File: config.mk
export PLATFORM = sky130hd
export DESIGN_NAME = dkong_debug_stream_tx
export DESIGN_NICKNAME = d
export VERILOG_FILES = /design/src/rtl/dkong_debug_pkg.sv /design/src/rtl/uart_tx_byte.sv /design/src/rtl/dkong_debug_stream_tx.sv
export SDC_FILE = /design/constraint.sdc
export NUM_CORES = 1
export LEC_CHECK = 0
export CORE_ASPECT_RATIO = 1.2
export CORE_MARGIN = 1.5
export CORE_UTILIZATION = 55
export DETAILED_ROUTE_END_ITERATION = 10
export PLACE_DENSITY = 0.79
export SYNTH_ARGS = -nofsm -noshare
export SYNTH_HDL_FRONTEND = slang
export SYNTH_SLANG_ARGS = --single-unit
File: constraint.sdc
create_clock -name masterclk -period 4.2 [get_ports masterclk]
set_input_delay 0.63 -clock masterclk [delete_from_list [all_inputs] [get_ports masterclk]]
set_output_delay 0.63 -clock masterclk [all_outputs]
set_load 0.02 [all_outputs]
File: src/rtl/dkong_debug_pkg.sv
// Shared types and constants for the dkong debug stream transmitter.
// Holds the bit-level and frame-level state encodings and the frame length helper.
package dkong_debug_pkg;

    typedef enum logic [1:0] {IDLE, START, DATA, STOP} tx_state_t;
    typedef enum logic {FRAME_IDLE, FRAME_SEND} frame_state_t;

    localparam logic [7:0] SYNC_BYTE_DEFAULT = 8'hA5;

    // Bytes per frame: sync, sequence number, channels, checksum.
    function automatic int frame_len(input int num_ch);
        return num_ch + 3;
    endfunction

endpackage

File: src/rtl/uart_tx_byte.sv
// 8N1 byte serialiser, LSB first, each bit held CLKS_PER_BIT cycles.
// Handshake: a byte is accepted on any cycle where load && ready are both high.
// ready is high in IDLE and on the final cycle of STOP, so a new byte loaded
// then begins its start bit with no idle gap.
module uart_tx_byte
    import dkong_debug_pkg::*;
#(
    parameter int CLKS_PER_BIT = 1
) (
    input  logic       clk,
    input  logic       rst_n,
    input  logic       load,
    input  logic [7:0] data,
    output logic       ready,
    output logic       ser_out,
    output tx_state_t  state_dbg
);

    localparam int CNT_W = (CLKS_PER_BIT > 1) ? $clog2(CLKS_PER_BIT) : 1;
    localparam logic [CNT_W-1:0] CNT_LAST = CNT_W'(CLKS_PER_BIT - 1);

    tx_state_t        state, state_next;
    logic [CNT_W-1:0] baud_cnt, baud_cnt_next;
    logic [2:0]       bit_idx, bit_idx_next;
    logic [7:0]       shreg, shreg_next;
    logic             bit_end;

    assign bit_end   = (baud_cnt == CNT_LAST);
    assign state_dbg = state;

    always_ff @(posedge clk or negedge rst_n) begin
        if (!rst_n) begin
            state    <= IDLE;
            baud_cnt <= '0;
            bit_idx  <= '0;
            shreg    <= '0;
        end else begin
            state    <= state_next;
            baud_cnt <= baud_cnt_next;
            bit_idx  <= bit_idx_next;
            shreg    <= shreg_next;
        end
    end

    always_comb begin
        state_next    = state;
        baud_cnt_next = bit_end ? '0 : baud_cnt + CNT_W'(1);
        bit_idx_next  = bit_idx;
        shreg_next    = shreg;
        ready         = 1'b0;
        ser_out       = 1'b1;
        case (state)
            IDLE: begin
                ready         = 1'b1;
                baud_cnt_next = '0;
            end
            START: begin
                ser_out = 1'b0;
                if (bit_end) begin
                    state_next   = DATA;
                    bit_idx_next = 3'd0;
                end
            end
            DATA: begin
                ser_out = shreg[bit_idx];
                if (bit_end) begin
                    if (bit_idx == 3'd7) state_next = STOP;
                    else                 bit_idx_next = bit_idx + 3'd1;
                end
            end
            STOP: begin
                if (bit_end) begin
                    ready      = 1'b1;
                    state_next = IDLE;
                end
            end
            default: state_next = IDLE;
        endcase
        if (load && ready) begin
            state_next    = START;
            shreg_next    = data;
            baud_cnt_next = '0;
        end
    end

endmodule

File: src/rtl/dkong_debug_stream_tx.sv
// Snapshots NUM_CH debug bytes and sends them as a framed 8N1 stream:
// SYNC_BYTE, seq, ch[0]..ch[NUM_CH-1], CSUM, with back-to-back frame support.
module dkong_debug_stream_tx
    import dkong_debug_pkg::*;
#(
    parameter int          CLKS_PER_BIT = 1,
    parameter int          NUM_CH       = 6,
    parameter logic [7:0]  SYNC_BYTE    = SYNC_BYTE_DEFAULT
) (
    input  logic                masterclk,
    input  logic                rst_n,
    input  logic [NUM_CH*8-1:0] ch_data,
    input  logic                trig,
    input  logic                cont_mode,
    output logic                busy,
    output logic [7:0]          seq,
    output logic                ser_out,
    output tx_state_t           dbg_tx_state,
    output frame_state_t        dbg_frame_state
);

    localparam int FRAME_LEN = frame_len(NUM_CH);
    localparam int IDX_W     = $clog2(FRAME_LEN);
    localparam logic [IDX_W-1:0] LAST_IDX = IDX_W'(FRAME_LEN - 1);

    frame_state_t        frame_state, frame_state_next;
    logic [IDX_W-1:0]    byte_idx, byte_idx_next, nxt_idx;
    logic [7:0]          seq_next;
    logic                pending, pending_next;
    logic [NUM_CH*8-1:0] snap_ch;
    logic [7:0]          snap_seq, snap_csum, csum_next;
    logic                start_req, take_snap;
    logic                tx_load, tx_ready;
    logic [7:0]          tx_byte, mux_byte;

    assign start_req       = trig | pending | cont_mode;
    assign busy            = (frame_state == FRAME_SEND);
    assign nxt_idx         = byte_idx + IDX_W'(1);
    assign dbg_frame_state = frame_state;

    always_ff @(posedge masterclk or negedge rst_n) begin
        if (!rst_n) begin
            frame_state <= FRAME_IDLE;
            byte_idx    <= '0;
            seq         <= '0;
            pending     <= 1'b0;
        end else begin
            frame_state <= frame_state_next;
            byte_idx    <= byte_idx_next;
            seq         <= seq_next;
            pending     <= pending_next;
        end
    end

    always_comb begin
        frame_state_next = frame_state;
        byte_idx_next    = byte_idx;
        seq_next         = seq;
        take_snap        = 1'b0;
        tx_load          = 1'b0;
        tx_byte          = SYNC_BYTE;
        case (frame_state)
            FRAME_IDLE: begin
                if (start_req) begin
                    take_snap        = 1'b1;
                    tx_load          = 1'b1;
                    byte_idx_next    = '0;
                    frame_state_next = FRAME_SEND;
                end
            end
            FRAME_SEND: begin
                if (tx_ready) begin
                    if (byte_idx != LAST_IDX) begin
                        tx_load       = 1'b1;
                        tx_byte       = mux_byte;
                        byte_idx_next = nxt_idx;
                    end else begin
                        // Frame done: the next frame (if any) starts on this same edge.
                        seq_next      = seq + 8'd1;
                        byte_idx_next = '0;
                        if (start_req) begin
                            take_snap = 1'b1;
                            tx_load   = 1'b1;
                        end else begin
                            frame_state_next = FRAME_IDLE;
                        end
                    end
                end
            end
            default: frame_state_next = FRAME_IDLE;
        endcase
        if (take_snap)                           pending_next = 1'b0;
        else if (frame_state == FRAME_SEND && trig) pending_next = 1'b1;
        else                                     pending_next = pending;
    end

    // Checksum covers the sequence number that the new frame will carry.
    always_comb begin
        csum_next = seq_next;
        for (int i = 0; i < NUM_CH; i++) csum_next = csum_next + ch_data[i*8 +: 8];
    end

    always_comb begin
        mux_byte = snap_csum;
        if (nxt_idx == IDX_W'(1)) mux_byte = snap_seq;
        for (int i = 0; i < NUM_CH; i++) begin
            if (nxt_idx == IDX_W'(i + 2)) mux_byte = snap_ch[i*8 +: 8];
        end
    end

    always_ff @(posedge masterclk or negedge rst_n) begin
        if (!rst_n) begin
            snap_ch   <= '0;
            snap_seq  <= '0;
            snap_csum <= '0;
        end else if (take_snap) begin
            snap_ch   <= ch_data;
            snap_seq  <= seq_next;
            snap_csum <= csum_next;
        end
    end

    uart_tx_byte #(.CLKS_PER_BIT(CLKS_PER_BIT)) u_tx (
        .clk       (masterclk),
        .rst_n     (rst_n),
        .load      (tx_load),
        .data      (tx_byte),
        .ready     (tx_ready),
        .ser_out   (ser_out),
        .state_dbg (dbg_tx_state)
    );

endmodule

Word level (Yosys, flattened, before mapping)
Cells that the tools add are included.
Widths: inputs -> output; s select.
- register bits after elaboration: 92
- output and inout port bits: 13
- add/subtract/negate cells: 10
- $lt $le $gt $ge: 1
- equal/unequal tests: 21
- multiplexer cells: 46
- bitwise gates (word level): 3
- reductions and logical operators: 9
- operator list (kind ; number):
    $mux 8 ; 13
    $add 8x8->8 ; 6
    $eq 4x3->1 const B ; 4
    $mux 1 ; 13
    $mux 4 ; 3
    $mux 2 ; 5
    $pmux 1 s2 ; 5
    $mux 3 ; 3
    $ne 3x3->1 const B ; 3
    $add 8x1->8 const B ; 1
    $eq 4x2->1 const B ; 2
    $ne 2x2->1 const B ; 4
    $pmux 4 s2 ; 1
    $pmux 2 s3 ; 1
    $pmux 3 s2 ; 1
    $reduce_and 5->1 ; 1
    $add 4x1->4 const B ; 1
    $eq 2x2->1 const B ; 2
    $eq 4x1->1 const B ; 1
    $lt 3x4->1 const B ; 1
    $ne 4x4->1 const B ; 1
    $reduce_and 4->1 ; 1
    $reduce_bool 2->1 ; 2
    $reduce_bool 4->1 ; 1
    other kinds (12) ; 14

Depth between registers and ports, before layout
Gate-level depths: netlist of run 1.
- word-level depth: 12
- depth in mapped cells: 16
- depth with buffers taken out: 16

Cells and area by module
From an unflattened synthesis of run 1, not the netlist that was laid out.
- cells, all modules: 641
- area, all modules: 5845.6 sq um
- by module, submodules not included (module ; instances ; cells each ; area each (sq um) ; sequential area each (sq um)):
    dkong_debug_stream_tx ; 1 ; 580 ; 5137.4 ; 1951.9
    uart_tx_byte ; 1 ; 61 ; 708.2 ; 325.3

Least setup slack after synthesis of run 1
No wires, ideal clock.
- kind: input to register
- start: in ch_data[2]
- end: reg snap_csum[7]
- arrival time: 4252 ps
- data required time: 4077 ps
- slack: -175 ps
- stages: 16
- buffers on the path: 0
- cells stage by stage: inv_1 -> fa_1 -> inv_1 -> fa_1 -> fa_1 -> inv_1 -> fa_1 -> inv_1 -> fa_1 -> a21o_1 -> a21oi_1 -> o21bai_1 -> a21oi_1 -> xnor2_1 -> xnor2_1 -> o21ai_1
- cells in the longest elaborated chain, start to end: 6
- ends and longest elaborated chain (what ; RTL line ; source):
    start, declared ; dkong_debug_stream_tx.sv:12 ; input logic [NUM_CH*8-1:0] ch_data,
    $add 8x8->8 (6 in series) ; dkong_debug_stream_tx.sv:100 ; for (int i = 0; i < NUM_CH; i++) csum_next = csum_next + ch_data[i*8 +: 8];
    end signal, assigned ; dkong_debug_stream_tx.sv:119 ; snap_csum <= csum_next;
    end, declared ; dkong_debug_stream_tx.sv:31 ; logic [7:0] snap_seq, snap_csum, csum_next;
Every way passes these cells.
A chain may end at the register's enable or synchronous reset.

Worst setup path after layout of run 1
- start: in ch_data[0]
- end: reg snap_csum[7]
Same word-level chain as after synthesis.

==> results of run 1 <==
==> critical path, stage by stage <==
cell,delay (ns)
clkdlybuf4s50_1,0.45
fa_2,0.40
inv_2,0.09
fa_1,0.44
fa_1,0.43
fa_1,0.56
inv_2,0.07
fa_2,0.40
a21o_1,0.20
a21oi_4,0.15
o21bai_1,0.09
a21oi_1,0.16
xnor2_1,0.15
xnor2_1,0.13
o21ai_1,0.07
==> synthesized netlist by cell type, types with 3 or more instances <==
cell type and number:
o21ai_1 26, buf_1 4, a21o_1 3, nand2_1 165, clkbuf_1 9, a211oi_1 5, a22o_1 6, a31oi_1 4
fa_1 32, o21ai_0 19, a221oi_1 4, xnor2_1 15, o22ai_1 4, nand3_1 3, inv_1 64, and2_1 5
dfrtp_1 91, mux2_1 3, xor2_1 8, ha_1 21, a31o_1 4, o221ai_1 8, a22oi_1 3, buf_4 5
o221a_1 4, mux2i_1 3, nor2_1 25, inv_2 4, a21oi_1 18, o31ai_1 5, buf_2 5
==> per-layer routing <==
layer | GRT usage [%] | vias up
met5 | 0 | -
met4 | 16.0 | 0
met3 | 4.53 | 61
met2 | 49.5 | 229
met1 | 38.6 | 2331
li1 | - | 2154
==> final cells by class <==
class                      count  area (um^2)
fill                         726         3040
multi-input combinational    422         3020
sequential                    91         2280
timing repair buffer          98          880
inverter                      68          258
clock buffer                  11          253
tap                          126          158
clock inverter                 5         75.1
==> flip-flops by register name (all words and copies together), names as in the netlist, 2 cells and up <==
name and count:
snap_ch 48, seq 8, snap_csum 8, snap_seq 8
u_tx.shreg 8, byte_idx 4, u_tx.bit_idx 3, u_tx.state_dbg 2
==> report_power, final <==
| part | switching, mW | total [mW] | internal [mW] | leakage (nW) |
|---|---|---|---|---|
| clock | 0.345 | 0.896 | 0.551 | 0.165 |
| sequential | 0.286 | 1.51 | 1.23 | 1.14 |
| combinational | 1.39 | 2.49 | 1.10 | 2.07 |
| total | 2.03 | 4.90 | 2.88 | 3.38 |
==> final timing paths <==
path	startpoint	end	depth (start not counted)
min in group masterclk	snap_ch[15]	snap_ch[15]	2
setup / recovery	ch_data[0]	snap_csum[7]	15
setup reg to reg	byte_idx[1]	snap_csum[7]	16
hold / removal	rst_n	byte_idx[1]	1
max in group asynchronous	rst_n	snap_ch[43]	2
hold reg to reg	snap_ch[15]	snap_ch[15]	2
==> cells by family (layout without fill, tap and decap cells) <==
group | after synthesis | after routing | share of synthesized area, %
compound gates | 122 | 122 | 14.7
xor+xnor | 24 | 24 | 3.88
fa+ha+maj | 53 | 53 | 16.1
buf+inv | 93 | 182 | 6.93
flops | 91 | 91 | 40.5
mux | 9 | 9 | 2.14
simple gates | 214 | 214 | 15.7
==> stage by stage <==
| step | setup WS (ns) | total power, mW |
|---|---|---|
| finish | 0.0288 | 4.90 |
| global route | -0.151 | 5.23 |
| CTS | 0.00126 | 4.79 |
| detailed placement | -0.622 | 3.81 |
| global placement | -0.515 | 3.72 |
| floorplan | 0.00687 | 3.06 |
==> repair_timing <==
item / CTS / global route
gates resized for setup: 36 / 24
pin swaps: 20 / 24
setup endpoints to repair: 4 / 3
setup buffers: 4 / 1
==> impl_metrics.tcl, run 1 <==
set metrics [dict create \
    grt.overflow.total 0 \
    fmax_mhz 240 \
    relSlewSlack_pct 32.8 \
    cp_max_fo 2 \
    finalSetupTns_ns 0 \
    finalHoldViolCount 0 \
    io-pin-count 65 \
    worst_ir_drop_vdd_v 0.000335 \
    clk_pin_slew_ns 0.06 \
    hold_ws_ns 0.420 \
    final_area_mm2 0.00692 \
    dp.cells 800 \
    row_count 40 \
    grt_usage_pct 30.3 \
    grt_pass1_vias 4772 \
    synth_edf_count 0 \
    die_y_um 114 \
    yosysWarnings 0 \
    viasPerCell 5.82 \
    met3_length_um 886 \
    cts.htree.levels 3 \
    dp_hpwl_um 10900 \
    synthArstFlopShare_pct 100 \
    totalWireLength_um 14900 \
    hold_buffers 0 \
    synth-main-ff-cell "dfrtp_1" \
    portBuffers 64 \
    grt_pass1_wl_um 24400 \
    die_w_um 95.3 \
    wl_met1_um 5730 \
    dpl_cell_area_mm2 0.00653 \
    vias 4775 \
    drtAntennaViolNets 0 \
    rsz0062_at_grt "yes" \
    cts_sinks 91 \
    ys_types 55 \
    dr.pass1.iters 5 \
    min_path_type "in2async" \
    gp_congestion 0.865 \
    top_layer_used "met4" \
    drv_slew 0 \
    cts_tree "yes" \
    layoutNonFillerInstCount 821 \
    synth_seq_area_share_pct 40.5 \
    arrival_ns 4.40 \
    worst_slew_pin_slew_ns 1.01 \
    layout_common_cells "nand2_1, dfrtp_1, inv_1" \
    synth.ff_latch_count 91 \
    synth_cells 606 \
    power_density_mw_per_mm2 708 \
    crit_path_start_kind "primary input" \
    yosys.area.top_type "dfrtp_1" \
    final_util_pct 69.4 \
    clkLatencyLatePin_ns 0.35 \
    crit_path_end_kind "flop" \
    required_ns 4.43 \
    status "complete, no violations" \
    min_period_over_period_pct 99.3 \
    wire_per_inst_um 18.2 \
    fp.dieArea_mm2 0.0108 \
    worstSetupPathType "in2reg" \
    netlist_area_mm2 0.00562 \
    drtIter0Drc 440 \
    syn_nets 711 \
    drcViolationCount 0 \
    final_common_cell "nand2_1" \
    p_leak_nw 3.38 \
    drv_cap 0 \
    drive_above_1_share_pct 14.8 \
    syn2layout_area_growth_pct 23.1 \
    cts_buffers 9 \
    ctsRootBufferMaster "clkbuf_16" \
    final_net_count 795 \
    min_period_ns 4.17 \
    antenna_cells 0 \
    avgSynthCellArea_um2 9.27 \
    antenna_found_initial 0 \
    r2r_slack_ns 0.43 \
    start_util_pct 56.4 \
    synth_area_leaders "dfrtp_1, fa_1, nand2_1, ha_1, inv_1" \
    coreArea_mm2 0.00996 \
    grt_max_degree 78 \
    finalClockSkew_ns 0.00714 \
    cts.path.max_buffers 2 \
    yosysTopAreaCellShare_pct 40.5 \
    setup_viol 0 \
    met2_length_um 7510 \
]
(Power assumes the default switching activity.)
==> inputs of run 2 (changes only) <==
CORE_MARGIN = not set   (was 1.5)
==> run 2 against run 1 <==
  * Register-to-register slack improved by 0.11 ns
  * Clock power fell by 8.6%
  * Sequential share of layout area fell by 0.14 points
  * Power fell by 0.83%
  * Routed wire length fell by 1.5%
  * Sequential power barely moved
  * Hold slack got worse by 0.054 ns
  * Global-route usage fell by 0.32 points
  * Clock-buffer cell count rose by 1
  * Cell area rose by 0.42%
  * Fmax rose by 2.0%
  * Critical endpoint unchanged
==> impl_metrics.tcl, run 2 (synthesis gave the netlist of run 1 again) <==
set metrics [dict create \
    min_period_ns 4.09 \
    drtAntennaViolNets 0 \
    fmax_mhz 244 \
    gr-max-usage-layer "met2" \
    min_path_type "in2async" \
    coreArea_mm2 0.00996 \
    grt_pass1_wl_um 23800 \
    cp_top_family "adder cells" \
    regMostFlops "snap_ch" \
    io-pin-count 65 \
    setup_ws_ns 0.110 \
    grt_max_degree 62 \
    crit_buf_inv 5 \
    cts_buffers 9 \
    crit_path_start_kind "primary input" \
    combPwrFrac_pct 51.9 \
    vias 4646 \
    drive_above_1_share_pct 16.9 \
    finalClockSkew_ns 0.00936 \
    power_density_mw_per_mm2 700 \
    grt_usage_pct 30.0 \
    status "complete, no violations" \
    switchingPower_mw 2.02 \
    place_ws_ns -0.669 \
    antenna_found_initial 0 \
    relSlewSlack_pct 48.2 \
    pwr-share-seq_pct 31.2 \
    drcViolationCount 0 \
    die_y_um 113 \
    arrival_ns 4.31 \
    grtUsageMet3_pct 5.44 \
    ctsRootBufferMaster "clkbuf_16" \
    setup_viol 0 \
    clkLatencyLatePin_ns 0.35 \
    slowest_delay_ns 0.57 \
    cp_max_fo 2 \
    slowest_stage "fa_2" \
    met2_usage_pct 50.4 \
    p_leak_nw 3.39 \
    drtIter0Drc 396 \
    syn2layout_area_growth_pct 23.7 \
    cts_sinks 91 \
    grt.overflow.total 0 \
    drv_slew 0 \
    p_sw_share_pct 41.6 \
    final_util_pct 69.7 \
    drv_cap 0 \
    worstSetupPathType "in2reg" \
    grt_pass1_vias 4768 \
    final_common_cell "nand2_1" \
    hold_ws_ns 0.366 \
    wire_per_inst_um 17.8 \
    layout_common_cells "nand2_1, dfrtp_1, inv_1" \
    cts_tree "yes" \
    cts.path.max_buffers 2 \
    cp_cell_sequence "clkdlybuf4s50_1 > inv_1 > fa_1 > inv_2 > fa_1 > inv_2 > fa_2 > fa_1 > inv_2 > ha_4 > a21oi_4 > o21bai_1 > a21oi_2 > xnor2_1 > xnor2_1 > o21ai_1" \
    finalHoldViolCount 0 \
    die_w_um 94.3 \
    cts.htree.levels 3 \
    row_count 40 \
    hold_buffers 0 \
    dr.pass1.iters 5 \
    dp_hpwl_um 11000 \
    viasPerCell 5.64 \
    clockPowerShare_pct 16.8 \
    gp_congestion 0.930 \
    worst_slew_pin_slew_ns 0.777 \
    clk_pin_slew_ns 0.06 \
    fp.dieArea_mm2 0.0106 \
    p_int_mw 2.84 \
    final_net_count 798 \
    largest_reg_flops 48 \
    portBuffers 64 \
    crit_path_end_kind "flop" \
    totalWireLength_um 14700 \
    start_util_pct 56.4 \
    grt_util_met1_pct 37.1 \
    antenna_cells 0 \
    min_period_over_period_pct 97.4 \
    required_ns 4.42 \
    finalSetupTns_ns 0 \
    worst_ir_drop_vdd_v 0.000485 \
]
[run 2: layer usage]
metal / vias to the layer above / wire length (um)
li1: 2159 / -
met1: 2273 / 5940
met2: 160 / 7490
met3: 54 / 623
met4: 0 / 642
met5: - / 0
[run 2: layout make-up]
type	instances	area, um^2
tap	126	158
clock inverter	4	50.0
clock buffer	12	246
multi-input combinational	422	3060
fill	742	3010
inverter	68	255
sequential	91	2280
timing repair buffer	101	898
[run 2: per-stage QoR]
step,cell area [um^2],total power [mW],std cells
final,6950,4.86,824
after CTS,6860,4.71,823
after detailed placement,6550,3.82,804
after global placement,6550,3.71,804
after floorplan,5620,3.06,606
after global routing,6950,5.20,824
[run 2: worst paths after layout]
path                                         from           end  slack [ns]  depth (start not counted)
min in group masterclk                 snap_ch[1]    snap_ch[1]        0.49                          2
worst max-delay path                  ch_data[28]  snap_csum[7]        0.11                         16
worst min register to register         snap_ch[1]    snap_ch[1]        0.49                          2
max in group asynchronous                   rst_n   snap_ch[13]        2.92                          2
worst min-delay path                        rst_n   byte_idx[2]        0.37                          1
worst max register to register  u_tx.state_dbg[0]  snap_csum[7]        0.54                         16
[run 2: power by group through the flow]
stage	clock network, mW	logic (mW)	registers (mW)
final	0.819	2.52	1.52
after global placement	0	2.21	1.50
after floorplan	0	1.64	1.42
after global routing	0.865	2.79	1.55
after detailed placement	0	2.30	1.52
after CTS	0.822	2.38	1.51
[run 2: repair_timing]
action	CTS	global route
endpoints found under the setup margin	3	2
gates cloned	0	0
buffers inserted	3	1
resized for setup	57	29
pin swaps	22	34
==> inputs of run 3 (changes only) <==
PLACE_DENSITY = 0.78   (was 0.79)
SYNTH_HIERARCHICAL = 1   (was not set)
==> run 3 against run 2 <==
  * Die area rose by 4.0%
  * Clock-buffer cell count rose by 3
  * Clock skew fell by 0.0028 ns
  * Via count rose by 7.2%
  * Synthesized cell count rose by 5.8%
  * Combinational power fell by 55%
  * Non-clock buffer count did not move
  * Hold slack improved by 0.0067 ns
  * Routed wire length rose by 3.0%
  * Fmax fell by 0.90%
==> impl_metrics.tcl, run 3 <==
set metrics [dict create \
    power_density_mw_per_mm2 410 \
    fp.dieArea_mm2 0.0110 \
    syn_nets 745 \
    worstSetupPathType "in2reg" \
    clk_pin_slew_ns 0.06 \
    min_period_over_period_pct 98.3 \
    antenna_found_initial 0 \
    cts_tree "yes" \
    cts_buffers 9 \
    coreArea_mm2 0.0102 \
    multiInputGateArea_mm2 0.00320 \
    cp_max_fo 2 \
    crit_path_start "ch_data[42]" \
    final_net_count 823 \
    grt_max_degree 64 \
    antenna_cells 0 \
    drtIter0Drc 436 \
    yosysWarnings 6 \
    io-pin-count 65 \
    synth_seq_area_share_pct 39.0 \
    gp_congestion 0.869 \
    drv_slew 0 \
    finalSetupTns_ns 0 \
    row_count 40 \
    totalWireLength_um 15100 \
    clkLatencyLatePin_ns 0.35 \
    drcViolationCount 0 \
    r2r_start "u_tx/state_dbg[0]" \
    finalHoldViolCount 0 \
    yosys.area.top_type "dfrtp_1" \
    die_w_um 96.1 \
    vias 4981 \
    avgSynthCellArea_um2 9.12 \
    fmax_mhz 242 \
    synth.ff_latch_count 91 \
    min_path_type "in2async" \
    required_ns 4.47 \
    yosysTopAreaCellShare_pct 39.0 \
    netlist_area_mm2 0.00585 \
    nFillCells 742 \
    syn2layout_area_growth_pct 22.8 \
    synth_cells 641 \
    die_y_um 115 \
    grt.overflow.total 0 \
    layout_common_cells "nand2_1, dfrtp_1, inv_1" \
    cts.path.max_buffers 2 \
    yosysMostFrequentCell "nand2_1" \
    grt_pass1_vias 5007 \
    cts_sinks 91 \
    worst_slew_pin_slew_ns 1.01 \
    synth_common_cells "nand2_1, dfrtp_1, inv_1" \
    status "complete, no violations" \
    synth_edf_count 0 \
    crit_path_start_kind "primary input" \
    worst_ir_drop_vdd_v 0.000278 \
    ys_types 55 \
    drv_cap 0 \
    synthArstFlopShare_pct 100 \
    hold_ws_ns 0.373 \
    synth_area_leaders "dfrtp_1, fa_1, nand2_1, inv_1, o21ai_0" \
    grt_pass1_wl_um 24100 \
    dr.pass1.iters 5 \
    dp_hpwl_um 10600 \
    wire_per_inst_um 17.8 \
    ctsRootBufferMaster "clkbuf_16" \
    min_period_ns 4.13 \
    p_leak_nw 3.54 \
    grt_usage_pct 29.2 \
    final_common_cell "nand2_1" \
    arrival_ns 4.39 \
    finalClockSkew_ns 0.00652 \
    largest_reg_flops 48 \
    relSlewSlack_pct 32.5 \
    drive_above_1_share_pct 14.8 \
    synth-main-ff-cell "dfrtp_1" \
    viasPerCell 5.86 \
    start_util_pct 57.5 \
    cts.htree.levels 3 \
    setup_viol 0 \
    crit_path_end_kind "flop" \
    drtAntennaViolNets 0 \
    seq_area_mm2 0.00228 \
    portBuffers 64 \
    regMostFlops "snap_ch" \
]
## run 3: routing by layer
metal  share of wire, %  track usage (%)  vias to the layer above
li1                   -                -                     2271
met1                 38             35.4                     2448
met2                 52             50.4                      209
met3                5.8             4.63                       53
met4                4.1             13.7                        0
met5                  0                0                        -
## run 3: final cells by class
class	instances	share of cell area [%]
clock buffer	15	3.87
tap	126	2.20
multi-input combinational	436	44.5
timing repair buffer	101	13.1
sequential	91	31.7
inverter	80	4.18
clock inverter	1	0.418
## run 3: critical path, stage by stage
cell	delay, ns
clkdlybuf4s15_1	0.17
inv_2	0.04
fa_1	0.51
inv_2	0.04
fa_1	0.48
fa_1	0.51
inv_2	0.04
fa_1	0.53
inv_2	0.06
fa_2	0.39
a211oi_2	0.23
buf_4	0.15
buf_4	0.10
buf_4	0.09
buf_4	0.11
buf_4	0.12
nor2_2	0.04
o21ai_0	0.15
## run 3: power breakdown
part	internal (mW)	switching [mW]
combinational	0.578	0.556
clock	0.511	0.332
sequential	0.931	0.0391
total	2.02	0.927
## run 3: final timing paths
kind / end / slack (ns) / cells past startpoint
worst min register to register: snap_ch[30] / 0.48 / 2
max in group asynchronous: u_tx/shreg[6] / 2.93 / 2
worst max register to register: snap_csum[5] / 0.33 / 17
worst max-delay path: snap_csum[5] / 0.07 / 18
min in group masterclk: snap_ch[30] / 0.48 / 2
worst min-delay path: snap_ch[8] / 0.37 / 1
## run 3: what timing repair did
action,CTS,global route
setup endpoints to repair,3,3
gates resized for setup,27,43
pin swaps,17,24
hold buffers,0,0
buffers inserted,6,1
## run 3: per-stage QoR
step / std cells / utilization, % / setup slack (ns) / area, um^2 / power [mW]
global route: 850 / 70.7 / -0.0467 / 7180 / 3.09
finish: 850 / 70.7 / 0.0727 / 7180 / 2.95
global placement: 827 / 65.9 / -0.592 / 6700 / 1.78
detailed placement: 827 / 65.9 / -0.669 / 6700 / 1.82
CTS: 849 / 69.7 / 0.00739 / 7080 / 2.80
floorplan: 641 / - / 0.00606 / 5860 / 1.54
## run 3: kinds of logic (layout without fill, tap and decap cells)
logic type / after synthesis / after routing / synth area share [%]
AND/OR/NAND/NOR: 192 / 192 / 13.9
AO/OA/AOI/OAI: 149 / 149 / 15.9
buffers and inverters: 114 / 197 / 8.37
flip-flops: 91 / 91 / 39.0
adder cells (fa/ha/maj): 52 / 52 / 15.2
XOR/XNOR: 22 / 22 / 3.79
multiplexers: 21 / 21 / 3.83
